<file path="config.mk">
export PLATFORM = sky130hd
export DESIGN_NAME = trigger_pulse_gen_flat
export DESIGN_NICKNAME = d
export VERILOG_FILES = /design/src/rtl/trigger_pulse_gen_if.sv /design/src/rtl/trigger_pulse_gen.sv /design/src/flat_wrapper.sv
export SDC_FILE = /design/constraint.sdc
export NUM_CORES = 1
export LEC_CHECK = 0
export CAP_MARGIN = 10
export CORE_AREA = 2 2 156 158
export CTS_BUF_LIST = sky130_fd_sc_hd__clkbuf_4
export CTS_CLUSTER_DIAMETER = 30
export CTS_CLUSTER_SIZE = 16
export DETAILED_ROUTE_END_ITERATION = 16
export DIE_AREA = 0 0 158 160
export GPL_ROUTABILITY_DRIVEN = 0
export SYNTH_ARGS = -nofsm -noshare
export SYNTH_HDL_FRONTEND = slang
export SYNTH_SLANG_ARGS = --single-unit
</file>
<file path="constraint.sdc">
create_clock -name trigger_clk -period 12.9 [get_ports trigger_clk]
set_clock_uncertainty 0.1 [all_clocks]
set_input_delay 1.935 -clock trigger_clk [delete_from_list [all_inputs] [get_ports trigger_clk]]
set_output_delay 1.935 -clock trigger_clk [all_outputs]
set_load 0.03 [all_outputs]
</file>
<file path="src/rtl/trigger_pulse_gen_if.sv">
`default_nettype none
// ============================================================================
// Module      : trigger_pulse_gen_if
// Description : Config, event and output bundle for trigger_pulse_gen.
// Revision    : 1.0 - initial release
// ============================================================================
interface trigger_pulse_gen_if #(
  parameter int pNUM_TRIGGER_PULSES = 8,
  parameter int pNUM_TRIGGER_WIDTH  = 4,
  parameter int pDELAY_WIDTH        = 24,
  parameter int pWIDTH_WIDTH        = 24
);
  logic                                          I_match;
  logic                                          I_trigger_enable;
  logic [pNUM_TRIGGER_WIDTH-1:0]                 I_num_triggers;
  logic [pDELAY_WIDTH*pNUM_TRIGGER_PULSES-1:0]   I_trigger_delay;
  logic [pWIDTH_WIDTH*pNUM_TRIGGER_PULSES-1:0]   I_trigger_width;
  logic                                          O_trigger;
  logic                                          O_busy;
  logic [pNUM_TRIGGER_WIDTH-1:0]                 O_pulse_index;
  logic                                          O_done;

  modport master (
    output I_match, I_trigger_enable, I_num_triggers, I_trigger_delay, I_trigger_width,
    input  O_trigger, O_busy, O_pulse_index, O_done
  );

  modport slave (
    input  I_match, I_trigger_enable, I_num_triggers, I_trigger_delay, I_trigger_width,
    output O_trigger, O_busy, O_pulse_index, O_done
  );
endinterface
`default_nettype wire

</file>
<file path="src/rtl/trigger_pulse_gen.sv">
`default_nettype none
// ============================================================================
// Module      : trigger_pulse_gen
// Description : Turns one match event into a train of delayed, sized pulses.
// Revision    : 1.0 - initial release
// ============================================================================
module trigger_pulse_gen #(
  parameter int pNUM_TRIGGER_PULSES = 8,
  parameter int pNUM_TRIGGER_WIDTH  = 4,
  parameter int pDELAY_WIDTH        = 24,
  parameter int pWIDTH_WIDTH        = 24
) (
  input  wire logic         trigger_clk,
  input  wire logic         reset_n,
  trigger_pulse_gen_if.slave bus
);
  localparam int c_IDX_W = (pNUM_TRIGGER_PULSES > 1) ? $clog2(pNUM_TRIGGER_PULSES) : 1;
  localparam int c_CNT_W = (pDELAY_WIDTH > pWIDTH_WIDTH) ? pDELAY_WIDTH : pWIDTH_WIDTH;

  typedef enum logic [1:0] {
    IDLE  = 2'd0,
    DELAY = 2'd1,
    WIDTH = 2'd2
  } state_t;

  state_t                        r_state, w_state_nxt;
  logic [c_CNT_W-1:0]            r_cnt, w_cnt_nxt;
  logic [pNUM_TRIGGER_WIDTH-1:0] r_idx, w_idx_nxt;
  logic [pNUM_TRIGGER_WIDTH-1:0] r_last, w_last_nxt;
  logic                          r_trig, w_trig_nxt;
  logic                          r_done, w_done_nxt;

  logic [pNUM_TRIGGER_WIDTH-1:0] w_idx_inc;
  logic [pNUM_TRIGGER_WIDTH-1:0] w_last_calc;
  logic [pWIDTH_WIDTH-1:0]       w_cur_width;
  logic [c_CNT_W-1:0]            w_width_m1;
  logic [c_CNT_W-1:0]            w_first_delay;
  logic [c_CNT_W-1:0]            w_next_delay;

  logic [pDELAY_WIDTH-1:0] w_delay_tab [pNUM_TRIGGER_PULSES];
  logic [pWIDTH_WIDTH-1:0] w_width_tab [pNUM_TRIGGER_PULSES];

  for (genvar k = 0; k < pNUM_TRIGGER_PULSES; k++) begin : g_entries
    assign w_delay_tab[k] = bus.I_trigger_delay[k*pDELAY_WIDTH +: pDELAY_WIDTH];
    assign w_width_tab[k] = bus.I_trigger_width[k*pWIDTH_WIDTH +: pWIDTH_WIDTH];
  end

  // Index of the last pulse, with the requested count clamped to 1..max
  always_comb begin
    if (bus.I_num_triggers == '0)
      w_last_calc = '0;
    else if (32'(bus.I_num_triggers) > pNUM_TRIGGER_PULSES)
      w_last_calc = pNUM_TRIGGER_WIDTH'(pNUM_TRIGGER_PULSES - 1);
    else
      w_last_calc = bus.I_num_triggers - pNUM_TRIGGER_WIDTH'(1);
  end

  assign w_idx_inc     = r_idx + pNUM_TRIGGER_WIDTH'(1);
  assign w_cur_width   = w_width_tab[r_idx[c_IDX_W-1:0]];
  assign w_width_m1    = (w_cur_width == '0) ? '0 : c_CNT_W'(w_cur_width) - c_CNT_W'(1);
  assign w_first_delay = c_CNT_W'(w_delay_tab[0]);
  assign w_next_delay  = c_CNT_W'(w_delay_tab[w_idx_inc[c_IDX_W-1:0]]);

  always_ff @(posedge trigger_clk or negedge reset_n) begin
    if (!reset_n) begin
      r_state <= IDLE;
      r_cnt   <= '0;
      r_idx   <= '0;
      r_last  <= '0;
      r_trig  <= 1'b0;
      r_done  <= 1'b0;
    end else begin
      r_state <= w_state_nxt;
      r_cnt   <= w_cnt_nxt;
      r_idx   <= w_idx_nxt;
      r_last  <= w_last_nxt;
      r_trig  <= w_trig_nxt;
      r_done  <= w_done_nxt;
    end
  end

  always_comb begin
    w_state_nxt = r_state;
    w_cnt_nxt   = r_cnt;
    w_idx_nxt   = r_idx;
    w_last_nxt  = r_last;
    w_trig_nxt  = r_trig;
    w_done_nxt  = 1'b0;

    // Dropping the enable mid-sequence abandons it silently, without O_done
    if (r_state != IDLE && !bus.I_trigger_enable) begin
      w_state_nxt = IDLE;
      w_cnt_nxt   = '0;
      w_idx_nxt   = '0;
      w_trig_nxt  = 1'b0;
    end else begin
      case (r_state)
        IDLE: begin
          if (bus.I_match && bus.I_trigger_enable) begin
            w_state_nxt = DELAY;
            w_cnt_nxt   = w_first_delay;
            w_idx_nxt   = '0;
            w_last_nxt  = w_last_calc;
          end
        end
        DELAY: begin
          if (r_cnt == '0) begin
            w_state_nxt = WIDTH;
            w_trig_nxt  = 1'b1;
            w_cnt_nxt   = w_width_m1;
          end else begin
            w_cnt_nxt = r_cnt - c_CNT_W'(1);
          end
        end
        WIDTH: begin
          if (r_cnt != '0) begin
            w_cnt_nxt = r_cnt - c_CNT_W'(1);
          end else begin
            w_trig_nxt = 1'b0;
            if (r_idx == r_last) begin
              w_state_nxt = IDLE;
              w_done_nxt  = 1'b1;
              w_idx_nxt   = '0;
            end else begin
              w_state_nxt = DELAY;
              w_idx_nxt   = w_idx_inc;
              w_cnt_nxt   = w_next_delay;
            end
          end
        end
        default: begin
          w_state_nxt = IDLE;
          w_cnt_nxt   = '0;
          w_idx_nxt   = '0;
          w_trig_nxt  = 1'b0;
        end
      endcase
    end
  end

  assign bus.O_trigger     = r_trig;
  assign bus.O_busy        = (r_state != IDLE);
  assign bus.O_pulse_index = r_idx;
  assign bus.O_done        = r_done;

endmodule
`default_nettype wire

</file>
<file path="src/flat_wrapper.sv">
// flat-port wrapper written by rule: the top's interface ports become plain ports
module trigger_pulse_gen_flat 
#(
  parameter int pNUM_TRIGGER_PULSES = 8,
  parameter int pNUM_TRIGGER_WIDTH  = 4,
  parameter int pDELAY_WIDTH        = 24,
  parameter int pWIDTH_WIDTH        = 24
)
  (trigger_clk, reset_n, bus_I_match, bus_I_trigger_enable, bus_I_num_triggers, bus_I_trigger_delay, bus_I_trigger_width, bus_O_trigger, bus_O_busy, bus_O_pulse_index, bus_O_done);
  trigger_pulse_gen_if #(.pNUM_TRIGGER_PULSES(pNUM_TRIGGER_PULSES), .pNUM_TRIGGER_WIDTH(pNUM_TRIGGER_WIDTH), .pDELAY_WIDTH(pDELAY_WIDTH), .pWIDTH_WIDTH(pWIDTH_WIDTH)) bus_i ();
  input  wire logic trigger_clk;
  input  wire logic reset_n;
  input wire logic [$bits(bus_i.I_match)-1:0] bus_I_match;
  input wire logic [$bits(bus_i.I_trigger_enable)-1:0] bus_I_trigger_enable;
  input wire logic [$bits(bus_i.I_num_triggers)-1:0] bus_I_num_triggers;
  input wire logic [$bits(bus_i.I_trigger_delay)-1:0] bus_I_trigger_delay;
  input wire logic [$bits(bus_i.I_trigger_width)-1:0] bus_I_trigger_width;
  output wire logic [$bits(bus_i.O_trigger)-1:0] bus_O_trigger;
  output wire logic [$bits(bus_i.O_busy)-1:0] bus_O_busy;
  output wire logic [$bits(bus_i.O_pulse_index)-1:0] bus_O_pulse_index;
  output wire logic [$bits(bus_i.O_done)-1:0] bus_O_done;
  assign bus_i.I_match = bus_I_match;
  assign bus_i.I_trigger_enable = bus_I_trigger_enable;
  assign bus_i.I_num_triggers = bus_I_num_triggers;
  assign bus_i.I_trigger_delay = bus_I_trigger_delay;
  assign bus_i.I_trigger_width = bus_I_trigger_width;
  assign bus_O_trigger = bus_i.O_trigger;
  assign bus_O_busy = bus_i.O_busy;
  assign bus_O_pulse_index = bus_i.O_pulse_index;
  assign bus_O_done = bus_i.O_done;
  trigger_pulse_gen #(.pNUM_TRIGGER_PULSES(pNUM_TRIGGER_PULSES), .pNUM_TRIGGER_WIDTH(pNUM_TRIGGER_WIDTH), .pDELAY_WIDTH(pDELAY_WIDTH), .pWIDTH_WIDTH(pWIDTH_WIDTH)) u_core (.trigger_clk(trigger_clk), .reset_n(reset_n), .bus(bus_i));
endmodule
</file>
==> results of run 1 <==
## registers in the layout (all words and copies together), names as in the netlist
signal and count:
u_core.bus.O_done 1, u_core.bus.O_pulse_index 4, u_core.bus.O_trigger 1, u_core.r_cnt 24, u_core.r_last 4, u_core.r_state 2
## cell type report
cell class / instances / area (um2)
Antenna cell: 7 / 17.5
Clock inverter: 2 / 11.3
Inverter: 13 / 48.8
Fill cell: 2377 / 13000
Multi-Input combinational cell: 577 / 5250
Sequential cell: 36 / 907
Timing Repair Buffer: 415 / 4120
Clock buffer: 6 / 45.0
Tap cell: 324 / 405
## cell families (layout without fill, tap and decap cells)
logic type      count (synthesis)  after routing  synth area share
buf+inv                        71            436            0.0502
compound gates                153            153             0.157
other cells                     0              7                 0
flops                          36             36             0.139
simple gates                  248            248             0.196
xor+xnor                       33             33            0.0447
mux                           135            135             0.399
fa+ha+maj                       8              8            0.0147
## worst reg2reg max path: stages, from the launching register on
cell and delay (ps):
dfrtp_4 740, buf_12 440, mux4_1 710, mux2i_1 440, nand3_1 300, nor3_1 460, a31oi_1 140, buf_4 240
a211oi_1 470, o21ai_0 150
## through the flow
step | setup WS (ps) | cell area, um2
finish | 7990 | 10800
floorplan | 8440 | 6460
CTS | 8030 | 10800
detailed placement | 7620 | 10700
global route | 7870 | 10800
global placement | 7650 | 10700
## worst paths after layout
| path | depth (start not counted) | startpoint | slack (ps) | end |
|---|---|---|---|---|
| setup / recovery | 9 | bus_I_trigger_width[55] | 7990 | u_core.r_cnt[0]$_DFFE_PN0P_ |
| hold / removal | 2 | u_core.bus.O_trigger$_DFFE_PN0P_ | 390 | u_core.bus.O_trigger$_DFFE_PN0P_ |
| setup reg to reg | 9 | u_core.bus.O_pulse_index[0]$_DFFE_PN0P_ | 8590 | u_core.r_cnt[0]$_DFFE_PN0P_ |
| hold reg to reg | 2 | u_core.bus.O_trigger$_DFFE_PN0P_ | 390 | u_core.bus.O_trigger$_DFFE_PN0P_ |
| max in group asynchronous | 2 | reset_n | 10380 | u_core.bus.O_pulse_index[0]$_DFFE_PN0P_ |
| min in group asynchronous | 2 | reset_n | 1910 | u_core.r_cnt[23]$_DFFE_PN0P_ |
## layout by cell type (no fill, tap or decap), types with 21 or more instances in the layout
cell | Yosys | final
nor2_1 | 47 | 47
a31oi_1 | 21 | 21
nand2_1 | 79 | 79
o21ai_0 | 38 | 38
mux4_2 | 90 | 90
clkdlybuf4s50_1 | 0 | 398
nand3_1 | 21 | 21
dfrtp_1 | 36 | 33
a21oi_1 | 22 | 22
mux2i_1 | 29 | 29
## metal layers
layer	GRT usage	vias up	share of wire
met5	0	-	0.00040
met4	0.0876	2	0.036
met3	0.0676	62	0.10
met2	0.437	431	0.50
met1	0.301	3644	0.37
li1	-	3468	-
## power groups by stage
stage	logic [W]	registers [W]	clock network (W)
after floorplan	0.000141	0.000145	0
after global placement	0.000306	0.000154	0
after detailed placement	0.000308	0.000154	0
after CTS	0.000309	0.000152	0.0000692
after global routing	0.000336	0.000155	0.0000754
final	0.000311	0.000153	0.0000673
==> run metrics, run 1 <==
status=completed; synth top area cells=mux4_2, dfrtp_1, nand2_1; CP Class=in -> reg; most common cell in the netlist=mux4_2; Clk Latency, worst-skew pair=370 ps; placed cells=1365; critical path, cell by cell=clkdlybuf4s50_1 -> mux4_1 -> mux2i_1 -> nand3_1 -> nor3_1 -> a31oi_1 -> buf_4 -> a211oi_1 -> o21ai_0; Syn Area/Cell=9.45 um2; top cell type's share of synthesized area=0.314; non-filler cells, final=1380; relative slew slack=0.207; Critical Path Source Type=input pin; Total Routing Usage GR=0.253; leakage power=3.65 nW; EDFF count, synth=0; CP Capture Type=flip-flop; total of warnings raised by yosys=0; Comb power frac=0.586; syn_nets=1082; Die Span X=158 um; violation count after the first detailed-routing iteration=637; CTS Buf Count=5; Final Power=0.000531 W; switching part of the total=0.367; largest net degree at the start of global routing=82; Async SR Flop Fraction=1.00; detailed-router iteration count before antenna repair=6; CTS clock-pin slew for the worst setup and hold paths=130 ps; Worst Path Buf+Inv=2; via/cell ratio=5.51; Die Y=160 um; clock buffer depth=2; most frequent cells after synthesis=mux4_2, nand2_1, nor2_1; #FFs+latches synth=36; grt ovf=0; Hold Buf Count CTS=0; DIE AREA=25300 um2; post-synth cell types=68; DR vias=7607; WL/cell=23.7 um; Clock Sinks=36; Syn Std Cell Area=6460 um2; Final period util=0.380; Power Internal=0.000336 W; fin util=0.454; highest cell delay on the worst timing path=490 ps; Pwr Density=49.1 nW/um2; DRC errors left=0; Tightest Hold Check Type=reg -> reg; unrepaired setup endpoints after global routing=no; Post-DRT Antenna Nets=0; number of global-route vias before repair=7926; arrival time at the worst endpoint=5050 ps; fin crit period=4910 ps; initial antenna violation count=7; # H-tree levels=2; CTS root buffer=clkbuf_4; setup tns final=0 ps; DP HPWL=27100 um; port bufs=398; Site Rows=57; hold slack=387 ps; area delta synth->final=67.4%; layout cells sized above 1=0.139; CP Max Fanout=16; Initial Util=0.271; num ports=399; synthesized instance count=684; family with the most delay on the worst path=multiplexers; Core Area=23800 um2; Routed WL=32700 um; Clock Power Share=0.127; Flop pwr share=0.287; crit path max-delay cell type=mux4_1; Slew Limit Fails=0; # setup viols final=0; fmax=204 MHz; Worst VDD drop=0.0317 mV; first-pass GRT wire length=47900 um; CTS tree=built; Worst-Margin Slew=1180 ps; Psw=0.000195 W; Seq/Total Area, Yosys=0.139; Final #Nets=1446; postcts setup bufs=0; CP required=13040 ps; largest area contributor in the netlist=mux4_2; Final Hold Fails=0; post-CTS resize count=0; top_reg_cell synth=dfrtp_1; max_cap viols=0
No activity file was read; power rests on OpenSTA's default activity.
==> run 2, diff against run 1 <==
--- a/config.mk
+++ b/config.mk
@@ -6,12 +6,12 @@
 export NUM_CORES = 1
 export LEC_CHECK = 0
 export CAP_MARGIN = 10
-export CORE_AREA = 2 2 156 158
+export CORE_AREA = 2 2 157 159
 export CTS_BUF_LIST = sky130_fd_sc_hd__clkbuf_4
 export CTS_CLUSTER_DIAMETER = 30
 export CTS_CLUSTER_SIZE = 16
 export DETAILED_ROUTE_END_ITERATION = 16
-export DIE_AREA = 0 0 158 160
+export DIE_AREA = 0 0 159 161
 export GPL_ROUTABILITY_DRIVEN = 0
 export SYNTH_ARGS = -nofsm -noshare
 export SYNTH_HDL_FRONTEND = slang
==> constraint.sdc (replaced) <==
create_clock -name trigger_clk -period 4.55 [get_ports trigger_clk]
set_clock_uncertainty 0.1 [all_clocks]
set_input_delay 0.6825 -clock trigger_clk [delete_from_list [all_inputs] [get_ports trigger_clk]]
set_output_delay 0.6825 -clock trigger_clk [all_outputs]
set_load 0.03 [all_outputs]
==> run metrics, run 2 (synthesis gave the netlist of run 1 again) <==
status=completed; DR vias=7640 (+0.43%); largest net degree at the start of global routing=38 (-54%); Worst Path Buf+Inv=1 (-1); Critical Path Source Type=flip-flop; family with the most delay on the worst path=multiplexers; Post-DRT Antenna Nets=0 (unchanged); hold slack=391 ps (+3.26 ps); leakage power=3.72 nW (+2.0%); fmax=259 MHz; Tightest Hold Check Type=reg -> reg; setup tns final=0 ps (unchanged); commonest cells after routing, fill and taps aside=clkdlybuf4s50_1, mux4_2, nand2_1; highest cell delay on the worst timing path=860 ps (+370 ps); max_cap viols=0 (unchanged); # setup viols final=0 (unchanged); layout cells sized above 1=0.149 (+0.00988); critical path, cell by cell=mux4_2 -> mux2i_1 -> nand3_1 -> nor3_1 -> a31oi_1 -> buf_4 -> a211oi_1 -> o21ai_0; Final Power=0.00156 W (+190%); Hold Buf Count CTS=0 (unchanged); violation count after the first detailed-routing iteration=600 (-5.8%); CP required=4700 ps (-8340 ps); CTS clock-pin slew for the worst setup and hold paths=130 ps (about the same); CP Capture Type=flip-flop; initial antenna violation count=6 (-1); Total Routing Usage GR=0.250 (-0.00303); Final Hold Fails=0 (unchanged); Core Area=24000 um2 (+0.60%); Initial Util=0.270 (-0.00161); first-pass GRT wire length=48700 um (+1.7%); Clk Latency, worst-skew pair=360 ps (about the same); crit path max-delay cell type=dfrtp_4; num ports=399 (unchanged); CP Class=reg -> reg; Worst VDD drop=0.104 mV (+230%); Clock Sinks=36 (unchanged); via/cell ratio=5.50 (-0.22%); Slew Limit Fails=0 (unchanged); # H-tree levels=2 (unchanged); Site Rows=57 (unchanged); Worst-Margin Slew=1070 ps (-117 ps); fin crit period=3860 ps; fillers=2425 (+2.0%); port bufs=398 (unchanged); post-CTS resize count=0 (unchanged); grt ovf=0 (unchanged); Final period util=0.848; WL/cell=23.6 um (-0.11%); arrival time at the worst endpoint=4010 ps (-1040 ps); Pwr Density=143 nW/um2 (+190%); commonest non-fill, non-tap cell in the layout=clkdlybuf4s50_1; Most flops, register=u_core.r_cnt; Die Span X=159 um (+0.63%); Final #Nets=1457 (+0.76%); area delta synth->final=68.9%; clock buffer depth=2 (unchanged); DP HPWL=27900 um (+2.7%); Routed WL=32800 um (+0.54%); relative slew slack=0.285 (+0.0781); CTS root buffer=clkbuf_4; DIE AREA=25600 um2 (+1.3%); CTS Buf Count=5 (unchanged); unrepaired setup endpoints after global routing=no; CP Max Fanout=37 (+21); CTS tree=built; Die Y=161 um (+0.63%); DRC errors left=0 (unchanged); detailed-router iteration count before antenna repair=5 (-1); number of global-route vias before repair=8009 (+1.0%); Largest register FFs=24 (unchanged); postcts setup bufs=0 (unchanged)
-- run 2: changes by cell type in the layout (fill, tap and decap cells not counted) --
cell	change
buf_4	+11
bufinv_16	+1
clkbuf_4	-1
clkinv_1	-1
clkinv_2	+1
diode_2	-2
-- run 2: path summary, 6_finish.rpt --
path,depth (start not counted),slack (ps),to,from
worst min register to register,2,390,u_core.bus.O_trigger$_DFFE_PN0P_,u_core.bus.O_trigger$_DFFE_PN0P_
max in group asynchronous,2,3310,u_core.bus.O_pulse_index[0]$_DFFE_PN0P_,reset_n
worst min-delay path,2,390,u_core.bus.O_trigger$_DFFE_PN0P_,u_core.bus.O_trigger$_DFFE_PN0P_
worst max-delay path,8,690,u_core.r_cnt[1]$_DFFE_PN0P_,u_core.bus.O_pulse_index[0]$_DFFE_PN0P_
worst max register to register,8,690,u_core.r_cnt[1]$_DFFE_PN0P_,u_core.bus.O_pulse_index[0]$_DFFE_PN0P_
min in group asynchronous,2,650,u_core.r_cnt[9]$_DFFE_PN0P_,reset_n
-- run 2: area by class of cell --
type                            instances  area (um2)  area share
Antenna cell                            5        12.5     0.00115
Sequential cell                        36         907      0.0831
Tap cell                              324         405      0.0371
Timing Repair Buffer                  426        4210       0.385
Inverter                               13        48.8     0.00447
Clock inverter                          3        42.5     0.00390
Multi-Input combinational cell        577        5250       0.481
Clock buffer                            5        37.5     0.00344
-- run 2: power breakdown --
group	switching (W)	leakage, nW	internal, W	total [W]
combinational	0.000356	3.22	0.000527	0.000884
clock	0.000129	0.0412	0.000115	0.000244
sequential	0.0000709	0.462	0.000365	0.000436
total	0.000556	3.72	0.00101	0.00156
-- run 2: routing by layer --
metal  share of wire  GRT usage  wire length, um
met1            0.38      0.296            12400
met2            0.50      0.442            16400
met3           0.091     0.0704             2990
met4           0.032     0.0756             1050
met5         0.00079          0               26
-- run 2: through the flow --
stage | util | setup WS (ps) | area, um2 | cells
4_1_cts | 0.455 | 671 | 10900 | 1384
6_report | 0.455 | 689 | 10900 | 1389
2_1_floorplan | - | 98.0 | 6460 | 684
3_3_place_gp | 0.452 | 732 | 10800 | 1376
5_1_grt | 0.455 | 311 | 10900 | 1388
3_5_place_dp | 0.452 | 638 | 10800 | 1376
-- run 2: worst min-delay path, cell delays in order, from the launching register on --
cell	delay (ps)
dfrtp_1	360
nand2_1	40
o21ai_0	50
